## src/rtl/regfile_writer.sv

```systemverilog
// regfile_writer: write-side front end for the 32-entry register file.
//
// Collects retiring results from the ALU and the load path through
// valid/ready handshakes into two small FIFOs (index 0 = ALU, 1 = mem).
// It pops at most one head per cycle onto the register file write port and
// keeps a pending-write scoreboard for decode hazard checks.
//
// Ports:
//   clk, rst                    clock, asynchronous active-high reset
//   alu_valid/ready/rd/data     ALU result handshake
//   mem_valid/ready/rd/data     load result handshake
//   issue_valid, issue_rd       destination reserved at issue
//   busy_mask                   bit r set while a write to r is pending
//   select_write, write_input   register file write port (select 0 = idle)

module regfile_writer #(
    parameter int unsigned DATA_W       = 32,
    parameter int unsigned ADDR_W       = 5,
    parameter int unsigned FIFO_DEPTH   = 2,
    parameter int unsigned STARVE_LIMIT = 2
) (
    input  logic                 clk,
    input  logic                 rst,
    input  logic                 alu_valid,
    output logic                 alu_ready,
    input  logic [ADDR_W-1:0]    alu_rd,
    input  logic [DATA_W-1:0]    alu_data,
    input  logic                 mem_valid,
    output logic                 mem_ready,
    input  logic [ADDR_W-1:0]    mem_rd,
    input  logic [DATA_W-1:0]    mem_data,
    input  logic                 issue_valid,
    input  logic [ADDR_W-1:0]    issue_rd,
    output logic [2**ADDR_W-1:0] busy_mask,
    output logic [ADDR_W-1:0]    select_write,
    output logic [DATA_W-1:0]    write_input
);

    localparam int unsigned NumRegs = 2**ADDR_W;
    localparam int unsigned PtrW    = (FIFO_DEPTH > 1) ? $clog2(FIFO_DEPTH) : 1;
    localparam int unsigned EntW    = ADDR_W + DATA_W;
    localparam int unsigned StarveW = (STARVE_LIMIT > 0) ? $clog2(STARVE_LIMIT + 1) : 1;

    logic [1:0]      in_valid;
    logic [1:0]      ready;
    logic [1:0]      full;
    logic [1:0]      empty;
    logic [1:0]      push;
    logic [1:0]      pop;
    logic [EntW-1:0] in_ent [2];
    logic [EntW-1:0] head   [2];

    assign in_valid  = {mem_valid, alu_valid};
    assign in_ent[0] = {alu_rd, alu_data};
    assign in_ent[1] = {mem_rd, mem_data};
    assign alu_ready = ready[0];
    assign mem_ready = ready[1];

    for (genvar g = 0; g < 2; g++) begin : g_fifo
        logic [EntW-1:0] mem_q [FIFO_DEPTH];
        logic [PtrW-1:0] wr_ptr_q, wr_ptr_d;
        logic [PtrW-1:0] rd_ptr_q, rd_ptr_d;
        logic [PtrW:0]   cnt_q, cnt_d;

        // Pointers wrap naturally because the depth is a power of two.
        always_comb begin
            wr_ptr_d = wr_ptr_q + PtrW'(push[g]);
            rd_ptr_d = rd_ptr_q + PtrW'(pop[g]);
            cnt_d    = cnt_q + (PtrW + 1)'(push[g]) - (PtrW + 1)'(pop[g]);
        end

        always_ff @(posedge clk or posedge rst) begin
            if (rst) begin
                wr_ptr_q <= '0;
                rd_ptr_q <= '0;
                cnt_q    <= '0;
            end else begin
                wr_ptr_q <= wr_ptr_d;
                rd_ptr_q <= rd_ptr_d;
                cnt_q    <= cnt_d;
            end
        end

        always_ff @(posedge clk) begin
            if (push[g]) begin
                mem_q[wr_ptr_q] <= in_ent[g];
            end
        end

        assign full[g]  = (cnt_q == (PtrW + 1)'(FIFO_DEPTH));
        assign empty[g] = (cnt_q == '0);
        // Ready comes from the full flag only (no pop-ahead) and is forced low in reset.
        assign ready[g] = ~full[g] & ~rst;
        assign push[g]  = in_valid[g] & ready[g];
        assign head[g]  = mem_q[rd_ptr_q];
    end

    logic [StarveW-1:0] starve_q, starve_d;
    logic [ADDR_W-1:0]  select_q, select_d;
    logic [DATA_W-1:0]  wdata_q, wdata_d;
    logic [NumRegs-1:0] busy_q, busy_d;
    logic [EntW-1:0]    pop_ent;
    logic [ADDR_W-1:0]  pop_rd;
    logic [DATA_W-1:0]  pop_data;

    always_comb begin
        pop      = '0;
        starve_d = starve_q;
        // Mem normally wins; the ALU wins once it has lost STARVE_LIMIT times in a row.
        if (!empty[0] && !empty[1]) begin
            if (starve_q == StarveW'(STARVE_LIMIT)) begin
                pop[0] = 1'b1;
            end else begin
                pop[1] = 1'b1;
            end
        end else if (!empty[0]) begin
            pop[0] = 1'b1;
        end else if (!empty[1]) begin
            pop[1] = 1'b1;
        end

        if (empty[0] || pop[0]) begin
            starve_d = '0;
        end else if (pop[1]) begin
            starve_d = starve_q + StarveW'(1);
        end
    end

    assign pop_ent  = pop[0] ? head[0] : head[1];
    assign pop_rd   = pop_ent[EntW-1 -: ADDR_W];
    assign pop_data = pop_ent[DATA_W-1:0];

    always_comb begin
        select_d = '0;
        wdata_d  = wdata_q;
        busy_d   = busy_q;
        // A head targeting r0 is consumed without a write.
        if ((|pop) && (pop_rd != '0)) begin
            select_d = pop_rd;
            wdata_d  = pop_data;
        end
        if (|pop) begin
            busy_d[pop_rd] = 1'b0;
        end
        // Set after clear so a same-edge reservation of the retiring register survives.
        if (issue_valid) begin
            busy_d[issue_rd] = 1'b1;
        end
        busy_d[0] = 1'b0;
    end

    always_ff @(posedge clk or posedge rst) begin
        if (rst) begin
            starve_q <= '0;
            select_q <= '0;
            wdata_q  <= '0;
            busy_q   <= '0;
        end else begin
            starve_q <= starve_d;
            select_q <= select_d;
            wdata_q  <= wdata_d;
            busy_q   <= busy_d;
        end
    end

    assign select_write = select_q;
    assign write_input  = wdata_q;
    assign busy_mask    = busy_q;

endmodule

```

## config.mk

```make
export PLATFORM = sky130hd
export DESIGN_NAME = regfile_writer
export DESIGN_NICKNAME = d
export VERILOG_FILES = /design/src/rtl/regfile_writer.sv
export SDC_FILE = /design/constraint.sdc
export NUM_CORES = 1
export LEC_CHECK = 0
export ABC_AREA = 1
export BUFFER_PORTS_ARGS = -buffer_cell sky130_fd_sc_hd__buf_2
export CELL_PAD_IN_SITES_DETAIL_PLACEMENT = 1
export CELL_PAD_IN_SITES_GLOBAL_PLACEMENT = 1
export CORE_UTILIZATION = 37
export DETAILED_ROUTE_END_ITERATION = 10
export GPL_ROUTABILITY_DRIVEN = 0
export HOLD_SLACK_MARGIN = 0.06
export PLACE_DENSITY = 0.71
export SYNTH_ARGS = -nofsm -noshare
export SYNTH_HDL_FRONTEND = slang
export SYNTH_SLANG_ARGS = --single-unit
```

## constraint.sdc

```tcl
create_clock -name clk -period 2.8 [get_ports clk]
set_clock_uncertainty 0.1 [all_clocks]
set_input_delay 0.14 -clock clk [delete_from_list [all_inputs] [get_ports clk]]
set_output_delay 0.14 -clock clk [all_outputs]
set_load 0.005 [all_outputs]
```

==> results of run 1 <==
[final timing paths]
| check | to | slack, ps | startpoint | cells past startpoint |
|---|---|---|---|---|
| setup / recovery | write_input[0] | 430 | g_fifo[0].cnt_q[1] | 9 |
| hold / removal | g_fifo[0].cnt_q[0] | 200 | rst | 4 |
| setup reg to reg | write_input[0] | 430 | g_fifo[0].cnt_q[1] | 9 |
| hold reg to reg | starve_q[0] | 320 | starve_q[0] | 1 |
| max in group asynchronous | busy_mask[9] | 2040 | rst | 4 |
| min in group clk | g_fifo[1].mem_q[1][1] | 230 | mem_data[1] | 2 |
[metal layers]
metal / vias up / track usage / part of all wire
met4: 0 / 0.0658 / 0.027
met5: - / 0 / 0
li1: 3282 / - / -
met2: 207 / 0.367 / 0.51
met3: 45 / 0.0299 / 0.047
met1: 3437 / 0.252 / 0.42
[cell type report]
cell class	instances	area share
multi-input combinational	502	0.198
clock buffer	43	0.0608
timing repair buffer	260	0.154
inverter	66	0.0210
antenna	1	0.000207
sequential	226	0.530
tap	324	0.0336
clock inverter	5	0.00311
[layout by cell type (no fill, tap or decap), types with 3 or more instances in the layout]
cell / netlist / routed
a21oi_1: 3 / 3
a31oi_1: 32 / 32
buf_12: 0 / 5
buf_2: 8 / 153
buf_4: 3 / 13
clkbuf_1: 10 / 15
clkbuf_16: 0 / 26
dfrtp_1: 78 / 76
dlygate4sd3_1: 0 / 89
edfxtp_1: 148 / 148
ha_1: 9 / 5
ha_2: 0 / 4
inv_1: 62 / 61
inv_2: 3 / 3
nand2_1: 260 / 260
nand2_2: 8 / 8
nand2_4: 4 / 4
nand3_1: 35 / 35
nand3_2: 7 / 7
nor2_1: 46 / 46
nor2_2: 3 / 3
nor3_1: 9 / 9
o21ai_0: 68 / 68
o21ai_1: 3 / 3
xnor2_1: 4 / 4
[state kept, by name (all words and copies together) (netlist names)]
name and flops:
g_fifo.mem_q 148, write_input 32, busy_mask 31, select_write 5, g_fifo.cnt_q 4, g_fifo.rd_ptr_q 2
g_fifo.wr_ptr_q 2, starve_q 2
[cell families after synthesis]
kind of cell | Yosys count | synth area share
other | 1 | 0.000405
buffers and inverters | 101 | 0.0519
AO/OA/AOI/OAI | 110 | 0.0672
flip-flops | 226 | 0.691
XOR/XNOR | 6 | 0.00568
AND/OR/NAND/NOR | 376 | 0.172
adder cells (fa/ha/maj) | 9 | 0.0122
[stage by stage]
stage               hold WS (ps)  utilization
CTS                          199        0.494
finish                       199        0.494
detailed placement           214        0.426
global route                 226        0.494
global placement             213        0.426
floorplan                    139            -
[where the power goes]
part	switching [mW]	internal, mW
Clock	1.32	1.78
Sequential	0.472	4.49
Combinational	3.09	1.73
Total	4.88	8.01
[worst min-delay path: cells and delay by family]
kind / cells / cell delay (ps)
buf+inv: 4 / 1100
==> flow_summary_export.csv, run 1 <==
group,metric,value,unit
sta,hold_viol_final,0,
pwr,power_leakage,5.20,nW
outcome,status,"finished clean",
sta,final_max_slew_viol_count,0,
final_layout,area_growth,30.5,%
yosys,synth_most_common_cell,"nand2_1",
yosys,seq_area_frac_synth,0.691,
clock_tree,clkLatencyLatePin,520,ps
detailed_routing,vias_per_cell,4.89,
global_route,grt_pass1_vias,7539,
yosys,ys_top_cells_by_area,"edfxtp_1 (48%), dfrtp_1 (21%), nand2_1 (11%)",
sta,fin_crit,2370,ps
clock_tree,cts_buffer_depth,3,
detailed_routing,drtIter0Drc,380,
yosys,synth_area,9260,µm²
worst_setup_path,crit_slowest_cell,"dfrtp_1",
sta,fmax,0.422,GHz
yosys,synth_nets,922,
hold_path,hold_class,"primary input to async pin",
final_layout,regArea,6400,µm²
place,post-place-ws,413,ps
pwr,p_total,12.9,mW
worst_setup_path,crit_family,"simple AND/OR/NAND/NOR gates",
worst_setup_path,critPathBufInv,1,
clock_tree,cts_sinks,226,
place,placed_cell_area,10400,µm²
sta,maxSlewHeadroom,0.379,
floorplanning,ios,155,
job,cap_violations,0,
clock_tree,post_cts_buffers,0,
place,dp_cells,1289,
final_layout,stdcell_count,1427,
worst_setup_path,crit_type,"register to register",
final_layout,nets,1175,
final_layout,drive_gt1_frac,0.217,
yosys,synth_top_area_cell,"edfxtp_1",
yosys,ys_top_cells_by_count,"nand2_1 (260), edfxtp_1 (148), dfrtp_1 (78)",
floorplanning,dieArea,25700,µm²
worst_setup_path,max_stage_delay,390,ps
detailed_routing,wirelength,26000,µm
final_layout,final_cell_area,12100,µm²
sta,rsz0062_at_grt,"no",
sta,fin_tns_setup,0,ps
floorplanning,chipHeight,160,µm
clock_tree,hold_buffers,89,
clock_tree,cts_buffers,26,
global_route,grt_pass1_wl,40900,µm
yosys,ys_warn_count,0,
yosys,synthArstFlopShare,0.345,
final_layout,multiInputGateArea,2390,µm²
detailed_routing,wire_per_inst,18.2,µm
pwr,vdd_drop_max,0.000587,V
yosys,synth-main-ff-cell,"edfxtp_1",
yosys,synth-seq-cells,226,
detailed_routing,vias,6971,
global_route,grt_usage,0.205,
floorplanning,coreArea,24500,µm²
worst_setup_path,cp_max_fo,23,
worst_setup_path,cp_cell_sequence,"or2_1, nand2_2, nand2_1, nand2_2, nand3_4, o21bai_4, buf_12, nand2_1, nand2_1",
yosys,synth-edff-count,148,
clock_tree,htree_levels,1,
floorplanning,dieWidth,160,µm
sta,setup_viol,0,
sta,tightest_slew,924,ps
worst_setup_path,setup.worst_path.start_class,"register",
yosys,syn_inst,829,
yosys,synth.avg_cell_area,11.2,µm²
floorplanning,rows,57,
worst_setup_path,cp.arrival,2730,ps
place,hpwlAfterDp,16500,µm
floorplanning,initial_utilization,0.378,
sta,setup_ws,432,ps
worst_setup_path,crit_path_end_kind,"register",
clock_tree,root_buffer,"clkbuf_16",
final_layout,n_fill_cell,2689,
global_route,antenna_found_initial,1,
yosys,netlist.area_leader.share,0.480,
yosys,ys_types,33,
sta,period_share,0.846,
global_route,grt_max_degree,79,
detailed_routing,dr.pass1.iters,5,
detailed_routing,drc,0,
detailed_routing,ant_nets,0,
clock_tree,cts_resized,0,
place,portBuffers,153,
global_route,overflow,0,
clock_tree,path_clk_slew,60,ps
pwr,pwr_density_cell,1070,nW/µm²
worst_setup_path,required,3160,ps
worst_setup_path,cp_common_cell,"nand2_1",
clock_tree,cts_tree,"built",
Note: power is estimated with default switching activity, not from simulation.
==> run 2: changes to the inputs <==
--- a/config.mk
+++ b/config.mk
@@ -5,7 +5,7 @@
 export SDC_FILE = /design/constraint.sdc
 export NUM_CORES = 1
 export LEC_CHECK = 0
-export ABC_AREA = 1
+export ABC_AREA = 0
 export BUFFER_PORTS_ARGS = -buffer_cell sky130_fd_sc_hd__buf_2
 export CELL_PAD_IN_SITES_DETAIL_PLACEMENT = 1
 export CELL_PAD_IN_SITES_GLOBAL_PLACEMENT = 1
@@ -13,7 +13,7 @@
 export DETAILED_ROUTE_END_ITERATION = 10
 export GPL_ROUTABILITY_DRIVEN = 0
 export HOLD_SLACK_MARGIN = 0.06
-export PLACE_DENSITY = 0.71
+export PLACE_DENSITY = 0.68
 export SYNTH_ARGS = -nofsm -noshare
 export SYNTH_HDL_FRONTEND = slang
 export SYNTH_SLANG_ARGS = --single-unit
==> constraint.sdc (replaced) <==
create_clock -name clk -period 2.3 [get_ports clk]
set_clock_uncertainty 0.1 [all_clocks]
set_input_delay 0.115 -clock clk [delete_from_list [all_inputs] [get_ports clk]]
set_output_delay 0.115 -clock clk [all_outputs]
set_load 0.005 [all_outputs]
==> flow_summary_export.csv, run 2 <==
group,metric,value,unit
floorplanning,dieArea,27100,µm²
final_layout,area_growth,32.2,%
worst_setup_path,worstSetupEndpoint,"write_input[23]",
yosys,synthArstFlopShare,0.345,
detailed_routing,wirelength,25200,µm
worst_setup_path,max_stage_delay,360,ps
yosys,ys_top_cells_by_count,"edfxtp_1 (148), mux2i_1 (102), dfrtp_1 (78)",
job,cap_violations,0,
place,placed_cell_area,11200,µm²
global_route,antenna_found_initial,1,
floorplanning,ios,155,
sta,period_share,0.940,
global_route,grt_max_degree,48,
global_route,overflow,0,
sta,tightest_slew,652,ps
global_route,grt_pass1_wl,38700,µm
yosys,syn_inst,646,
outcome,status,"finished clean",
worst_setup_path,crit_path_end_kind,"register",
yosys,synth_top_area_cell,"edfxtp_1",
detailed_routing,vias,6416,
worst_setup_path,required,2620,ps
worst_setup_path,path_depth,8,
yosys,synth-seq-cells,226,
place,portBuffers,153,
global_route,grt_pass1_vias,6969,
sta,hold_viol_final,0,
worst_setup_path,worstSetupStartpoint,"starve_q[0]",
pwr,power_leakage,5.42,nW
hold_path,hold_class,"primary input to async pin",
detailed_routing,dr.pass1.iters,7,
clock_tree,path_clk_slew,60,ps
worst_setup_path,cp.arrival,2480,ps
floorplanning,chipHeight,165,µm
floorplanning,initial_utilization,0.376,
place,hpwlAfterDp,16700,µm
worst_setup_path,r2r_start,"starve_q[0]",
yosys,ys_warn_count,0,
yosys,synth.avg_cell_area,15.1,µm²
sta,maxSlewHeadroom,0.561,
clock_tree,cts_buffers,25,
worst_setup_path,setup.worst_path.start_class,"register",
floorplanning,dieWidth,165,µm
worst_setup_path,cp_max_fo,30,
detailed_routing,drc,0,
floorplanning,rows,59,
yosys,netlist.area_leader.share,0.455,
final_layout,mostFrequentLayoutCells,"buf_2 (153), edfxtp_1 (148), mux2i_1 (102), dlygate4sd3_1 (87), dfrtp_1 (76)",
clock_tree,cts_resized,0,
sta,fin_crit,2160,ps
sta,rsz0062_at_grt,"no",
clock_tree,cts_buffer_depth,3,
final_layout,fin_util,0.497,
yosys,ys_top_cells_by_area,"edfxtp_1 (45%), dfrtp_1 (20%), mux2i_1 (10%)",
clock_tree,hold_buffers,87,
sta,final_max_slew_viol_count,0,
global_route,grt_usage,0.188,
clock_tree,cts_tree,"built",
detailed_routing,ant_nets,0,
clock_tree,clkLatencyLatePin,540,ps
pwr,intPower,11.0,mW
floorplanning,coreArea,26000,µm²
yosys,synth-edff-count,148,
yosys,synth_area,9780,µm²
yosys,seq_area_frac_synth,0.654,
worst_setup_path,critPathBufInv,3,
sta,fmax,0.463,GHz
sta,setup_viol,0,
worst_setup_path,crit_slowest_cell,"mux2_2",
yosys,synth_nets,739,
yosys,ys_types,49,
pwr,switchingPower,5.43,mW
place,dp_cells,1149,
yosys,synth_most_common_cell,"edfxtp_1",
worst_setup_path,crit_type,"register to register",
final_layout,drive_gt1_frac,0.305,
detailed_routing,drtIter0Drc,316,
worst_setup_path,r2r_cells,8,
clock_tree,root_buffer,"clkbuf_16",
worst_setup_path,cp_cell_sequence,"inv_1, ha_1, o21bai_4, nand2_4, inv_2, a22oi_4, buf_12, mux2_2",
final_layout,final_cell_area,12900,µm²
clock_tree,cts_sinks,226,
final_layout,regMostFlops,"g_fifo.mem_q",
final_layout,final_common_cell,"buf_2",
worst_setup_path,regToRegEndpoint,"write_input[23]",
final_layout,largest_reg_flops,148,
pwr,swShare,0.330,
pwr,seqPwrFrac,0.360,
pwr,clkPwrFrac,0.251,
clock_tree,post_cts_buffers,0,
final_layout,stdcell_count,1283,
detailed_routing,vias_per_cell,5.00,
yosys,synth-main-ff-cell,"edfxtp_1",
pwr,vdd_drop_max,0.000692,V
worst_setup_path,reg2reg_slack,140,ps
detailed_routing,wire_per_inst,19.7,µm
worst_setup_path,crit_family,"compound AO/OA/AOI/OAI gates",
final_layout,nets,1021,
clock_tree,htree_levels,1,
pwr,p_comb_frac,0.389,
pwr,pwr_density_cell,1270,nW/µm²
run 2: cell count changes after synthesis, moves of 30 or more:
cell	previous run	this run
a31oi_1	32	0
nand2_1	260	34
o21ai_0	68	31
mux2i_1	0	102
nor2_1	46	10
nand3_1	35	0
o211ai_1	0	36
mux2_4	0	30
run 2: per-layer routing:
layer  up-vias  wire [µm]  track usage
met3        38       1040       0.0321
met1      3200      10900        0.230
li1       3002          -            -
met2       176      12700        0.341
met4         0        618       0.0496
met5         -          0            0
run 2: worst min-delay path by stage:
stage,from,end,cells past startpoint
2_1_floorplan,alu_data[0],g_fifo[0].mem_q[0][0],0
3_3_place_gp,rst,write_input[27],2
3_5_place_dp,rst,write_input[27],2
4_1_cts,rst,write_input[27],3
5_1_grt,rst,write_input[28],3
6_report,rst,write_input[27],3
run 2: tightest hold or removal path: stages:
cell	delay [ps]
dlygate4sd3_1	540
buf_2	150
clkinv_2	440
run 2: cell families after synthesis:
| kind of cell | after synthesis | share of synthesized area |
|---|---|---|
| xor+xnor | 6 | 0.00537 |
| mux | 139 | 0.160 |
| other cells | 1 | 0.000384 |
| flops | 226 | 0.654 |
| fa+ha+maj | 9 | 0.0115 |
| buf+inv | 70 | 0.0371 |
| compound gates | 93 | 0.0680 |
| simple gates | 102 | 0.0637 |
run 2: cell type report:
class | count | area (µm²)
diodes | 1 | 2.50
clock buffers | 31 | 658
clock inverters | 15 | 189
fillers | 2648 | 13100
inverters | 42 | 159
multi-input cells | 350 | 3030
flip-flops and latches | 226 | 6400
well taps | 335 | 419
repair buffers | 283 | 2070
run 2: stage by stage:
stage / TNS, ps / power [mW] / worst slack, ps / hold WS [ps]
after floorplan: -2820 / 10.2 / -38.1 / 114
after global placement: 0 / 12.1 / 173 / 155
after detailed placement: 0 / 12.3 / 145 / 161
after CTS: 0 / 16.6 / 135 / 133
after global routing: 0 / 17.3 / 25.0 / 192
final: 0 / 16.4 / 138 / 147
run 2: power groups by stage:
stage          combinational [mW]  sequential, mW  clock (mW)
6_report                     6.40            5.92        4.13
5_1_grt                      6.93            6.01        4.33
4_1_cts                      6.47            5.92        4.22
3_5_place_dp                 6.34            5.97           0
3_3_place_gp                 6.11            5.96           0
2_1_floorplan                4.37            5.78           0
